===== src/rtl/decode_stage.sv =====
// decode_stage: instruction decoder with a 2-entry skid FIFO of decoded control bundles
module decode_stage #(
    parameter int RV64      = 1,
    parameter int EN_SYSTEM = 0,
    parameter int CNT_W     = 8
) (
    input  logic             i_clk,
    input  logic             i_arstn,
    input  logic             i_flush,
    input  logic [31:0]      i_instr,
    input  logic             i_valid,
    output logic             o_ready,
    input  logic             i_ready,
    output logic             o_valid,
    output logic [2:0]       o_imm_src,
    output logic [2:0]       o_result_src,
    output logic [2:0]       o_alu_op,
    output logic             o_mem_we,
    output logic             o_reg_we,
    output logic             o_alu_src,
    output logic             o_branch,
    output logic             o_jump,
    output logic             o_load_instr,
    output logic [1:0]       o_forward_src,
    output logic [4:0]       o_rd,
    output logic [4:0]       o_rs1,
    output logic [4:0]       o_rs2,
    output logic [2:0]       o_funct3,
    output logic             o_funct7b5,
    output logic             o_illegal,
    output logic [CNT_W-1:0] o_illegal_cnt
);
    typedef struct packed {
        logic [2:0] imm_src;
        logic [2:0] result_src;
        logic [2:0] alu_op;
        logic       mem_we;
        logic       reg_we;
        logic       alu_src;
        logic       branch;
        logic       jump;
        logic       load_instr;
        logic [1:0] forward_src;
        logic [4:0] rd;
        logic [4:0] rs1;
        logic [4:0] rs2;
        logic [2:0] funct3;
        logic       funct7b5;
        logic       illegal;
    } dec_t;

    dec_t             dec;
    dec_t             head;
    dec_t             mem [2];
    logic             rp;
    logic             wp;
    logic [1:0]       cnt;
    logic [CNT_W-1:0] illegal_cnt;
    logic             push;
    logic             pop;

    assign o_valid = cnt != 2'd0;
    assign o_ready = cnt != 2'd2;
    assign push    = i_valid && o_ready;
    assign pop     = o_valid && i_ready;

    // Decode the incoming word; full 7-bit opcode match also rejects instr[1:0] != 2'b11
    always_comb begin
        dec          = '0;
        dec.rd       = i_instr[11:7];
        dec.rs1      = i_instr[19:15];
        dec.rs2      = i_instr[24:20];
        dec.funct3   = i_instr[14:12];
        dec.funct7b5 = i_instr[30];
        case (i_instr[6:0])
            7'b0000011: begin
                dec.reg_we     = 1'b1;
                dec.alu_src    = 1'b1;
                dec.result_src = 3'b001;
                dec.load_instr = 1'b1;
            end
            7'b0010011: begin
                dec.reg_we  = 1'b1;
                dec.alu_src = 1'b1;
                dec.alu_op  = 3'b010;
            end
            7'b1100111: begin
                dec.reg_we     = 1'b1;
                dec.alu_src    = 1'b1;
                dec.jump       = 1'b1;
                dec.result_src = 3'b010;
            end
            7'b0011011: begin
                dec.reg_we  = RV64 != 0;
                dec.alu_src = RV64 != 0;
                dec.alu_op  = RV64 != 0 ? 3'b011 : 3'b000;
                dec.illegal = RV64 == 0;
            end
            7'b0100011: begin
                dec.mem_we  = 1'b1;
                dec.alu_src = 1'b1;
                dec.imm_src = 3'b001;
            end
            7'b0110011: begin
                dec.reg_we = 1'b1;
                dec.alu_op = 3'b010;
            end
            7'b0111011: begin
                dec.reg_we  = RV64 != 0;
                dec.alu_op  = RV64 != 0 ? 3'b011 : 3'b000;
                dec.illegal = RV64 == 0;
            end
            7'b1100011: begin
                dec.branch  = 1'b1;
                dec.alu_op  = 3'b001;
                dec.imm_src = 3'b010;
            end
            7'b1101111: begin
                dec.reg_we      = 1'b1;
                dec.jump        = 1'b1;
                dec.result_src  = 3'b010;
                dec.forward_src = 2'b01;
                dec.imm_src     = 3'b011;
            end
            7'b0010111: begin
                dec.reg_we      = 1'b1;
                dec.result_src  = 3'b011;
                dec.forward_src = 2'b01;
                dec.imm_src     = 3'b100;
            end
            7'b0110111: begin
                dec.reg_we      = 1'b1;
                dec.result_src  = 3'b100;
                dec.forward_src = 2'b10;
                dec.imm_src     = 3'b100;
            end
            7'b0001111, 7'b1110011: dec.illegal = EN_SYSTEM == 0;
            default:                dec.illegal = 1'b1;
        endcase
    end

    // Pointers, occupancy and the sticky illegal counter; flush clears the queue but not the counter
    always_ff @(posedge i_clk or negedge i_arstn) begin
        if (!i_arstn) begin
            rp          <= 1'b0;
            wp          <= 1'b0;
            cnt         <= 2'd0;
            illegal_cnt <= '0;
        end else begin
            if (push && dec.illegal && illegal_cnt != {CNT_W{1'b1}})
                illegal_cnt <= illegal_cnt + 1'b1;
            if (i_flush) begin
                rp  <= 1'b0;
                wp  <= 1'b0;
                cnt <= 2'd0;
            end else begin
                wp  <= wp ^ push;
                rp  <= rp ^ pop;
                cnt <= cnt + {1'b0, push} - {1'b0, pop};
            end
        end
    end

    // Entry storage needs no reset: it is only visible while occupancy says it is valid
    always_ff @(posedge i_clk) begin
        if (push && !i_flush)
            mem[wp] <= dec;
    end

    assign head          = o_valid ? mem[rp] : '0;
    assign o_imm_src     = head.imm_src;
    assign o_result_src  = head.result_src;
    assign o_alu_op      = head.alu_op;
    assign o_mem_we      = head.mem_we;
    assign o_reg_we      = head.reg_we;
    assign o_alu_src     = head.alu_src;
    assign o_branch      = head.branch;
    assign o_jump        = head.jump;
    assign o_load_instr  = head.load_instr;
    assign o_forward_src = head.forward_src;
    assign o_rd          = head.rd;
    assign o_rs1         = head.rs1;
    assign o_rs2         = head.rs2;
    assign o_funct3      = head.funct3;
    assign o_funct7b5    = head.funct7b5;
    assign o_illegal     = head.illegal;
    assign o_illegal_cnt = illegal_cnt;
endmodule


===== config.mk =====
export PLATFORM = sky130hd
export DESIGN_NAME = decode_stage
export DESIGN_NICKNAME = d
export VERILOG_FILES = /design/src/rtl/decode_stage.sv
export SDC_FILE = /design/constraint.sdc
export NUM_CORES = 1
export LEC_CHECK = 0
export ABC_AREA = 1
export BUFFER_PORTS_ARGS = -buffer_cell sky130_fd_sc_hd__buf_2
export CAP_MARGIN = 40
export CORE_MARGIN = 5
export CORE_UTILIZATION = 46
export DETAILED_ROUTE_END_ITERATION = 6
export GPL_TIMING_DRIVEN = 0
export MAX_ROUTING_LAYER = met4
export PLACE_DENSITY = 0.7
export SYNTH_ARGS = -nofsm -noshare
export SYNTH_HDL_FRONTEND = slang
export SYNTH_SLANG_ARGS = --single-unit

===== constraint.sdc =====
create_clock -name i_clk -period 9.5 [get_ports i_clk]
set_input_delay 1.9 -clock i_clk [delete_from_list [all_inputs] [get_ports i_clk]]
set_output_delay 1.9 -clock i_clk [all_outputs]
set_load 0.02 [all_outputs]

==> results.yml <==
outcome:
  status: "completed"
die:
  die_height_um: 100
  io_pins: 84
  die_w_um: 100
  coreArea_mm2: 0.00781
  start_util_pct: 47.7
  die_area_mm2: 0.00999
  rows: 32
logic_synthesis:
  syn_area_per_cell_um2: 10.6
  syn_nets: 392
  ys_seq_area_share_pct: 66.1
  ys_seq_elements: 84
  netlist_area_mm2: 0.00372
  synthTopCellsByArea: "edfxtp_1 (58%), nand2_1 (11%), dfrtp_1 (8.1%)"
  yosys_warnings: 0
  yosysTopAreaCellShare_pct: 58.1
  synthCells: 352
  synth_largest_area_cell: "edfxtp_1"
  synth_cell_types: 25
power_and_ir_drop:
  vdd_drop_max_mv: 0.106
  p_per_area_mw_per_mm2: 230
  p_leak_nw: 2.00
  fin_total_pwr_mw: 1.03
finish:
  finish.net_count: 484
  drive_above_1_share_pct: 27.2
  final_common_cell: "nand2_1"
  utilization_pct: 57.2
  layout_common_cells: "nand2_1 (114), buf_2 (78), edfxtp_1 (72)"
  final_area_mm2: 0.00447
  area_growth_pct: 19.9
  n_antenna_cell: 0
clock_tree:
  cts_resized: 0
  cts.sinks: 84
  clkTransAtPathRegs_ns: 0.08
  post_cts_buffers: 0
  clk_latency_ns: 0.34
  cts_buffers: 9
  cts_tree: "built"
  htreeDepth: 3
  clockBufferDepth: 2
  clock-root-buffer: "clkbuf_8"
  hold_buffers: 0
routing:
  vias_per_cell: 4.93
  drt-total-wl_mm: 7.67
  num_vias: 2710
  ant_nets: 0
  drt_pass1_iterations: 4
  drt_iter0_drc: 98
  drc: 0
  wl_per_cell_um: 14.0
critical_path:
  crit_path_end_kind: "output port"
  critPathRequiredTime_ns: 7.60
  critPathKind: "reg2out"
  startpoint: "rp"
  reg2reg_from: "cnt[1]"
  start_kind: "register"
  crit_arrival_ns: 2.05
  crit_fanout: 10
timing:
  hold_viol: 0
  max_slew.worst_pin.slew_ns: 0.550
  finalClockSkew_ns: 0.00454
  max_freq_mhz: 253
  fin_crit_ns: 3.95
  rsz0062_at_grt: "no"
  relSlewSlack_pct: 63.2
  drv_slew: 0
  finalCritPeriodShare_pct: 41.6
  fin_tns_setup_ns: 0
  setup_viol: 0
placed_design:
  dpl-instance-area_mm2: 0.00431
  hpwl_mm: 5.68
  gp_congestion: 0.882
  io_buffers: 76
global_routing:
  grt_pass1_wl_mm: 12.6
  grt_remaining_overflow: 0
  grt_pass1_vias: 2663
  grt_usage_pct: 16.5
  antenna_found_initial: 0
  grt_max_degree: 22
job:
  cap_violations: 0
hold_path:
  holdCritStartpoint: "o_illegal_cnt[4]"
  hp-class: "reg2reg"
critical path: stages (launching register included):
cell      delay, ns
dfrtp_1        0.36
clkbuf_1       0.38
buf_1          0.42
nand2_1        0.11
a21oi_1        0.24
buf_2          0.21
state kept, by name, indices dropped and copies added (netlist names):
signal         count
o_illegal_cnt      8
rp                 1
wp                 1
mem               72
cnt                2
power by group:
part,internal [mW],switching (mW)
combinational,0.108,0.248
clock,0.0923,0.119
sequential,0.440,0.0200
total,0.641,0.386
Yosys cell counts:
library cell / n
nor2_1: 20
buf_2: 2
dfrtp_1: 12
nand2_4: 3
clkbuf_1: 7
inv_1: 23
a21oi_1: 38
nor2_2: 6
nand2_2: 7
inv_2: 4
buf_4: 1
xnor2_1: 2
edfxtp_1: 72
nor3_1: 5
ha_1: 3
nor2_8: 2
xor2_1: 4
nand4_2: 1
nand3_1: 11
buf_1: 3
nand2_1: 114
conb_1: 1
nor3b_1: 1
inv_4: 1
nand4_1: 9
logic make-up after synthesis:
| kind of cell | share of synthesized area (%) |
|---|---|
| other | 0.101 |
| adders and majority gates | 1.01 |
| DFF | 66.1 |
| xor gates and xnor gates | 1.41 |
| and+or+nand+nor | 21.9 |
| AOI/OAI and AO/OA | 5.11 |
| buffers and inverters | 4.37 |
final timing paths:
check,end,slack (ns),cells after the start
setup / recovery,o_alu_op[0],5.55,5
hold / removal,o_illegal_cnt[4],0.51,2
setup reg to reg,mem[1][14],7.66,6
hold reg to reg,o_illegal_cnt[4],0.51,2
max in group asynchronous,rp,7.85,1
min in group asynchronous,o_illegal_cnt[4],1.43,1
through the flow:
step | instances | worst slack [ns] | hold WS, ns
floorplan | 352 | 4.57 | 0.553
global placement | 530 | 3.05 | 0.483
detailed placement | 535 | 5.89 | 0.495
CTS | 550 | 5.51 | 0.514
global route | 550 | 5.37 | 0.543
finish | 550 | 5.55 | 0.510
layer usage:
layer  part of all wire, %  routed length (um)  GRT usage, %
met4                   1.1                  85          4.97
met2                    50                3820          26.5
met3                   5.4                 412          3.89
met1                    44                3360          21.0
met5                     0                   0             -
final cells by class:
class,instances,area [um2]
inverters,28,108
repair buffers,81,445
flip-flops and latches,84,2460
plain buffers,13,55.1
clock inverters,5,28.8
fillers,679,3340
multi-input cells,227,1110
well taps,102,128
clock buffers,10,128
Power figures use the tool's default switching activity.
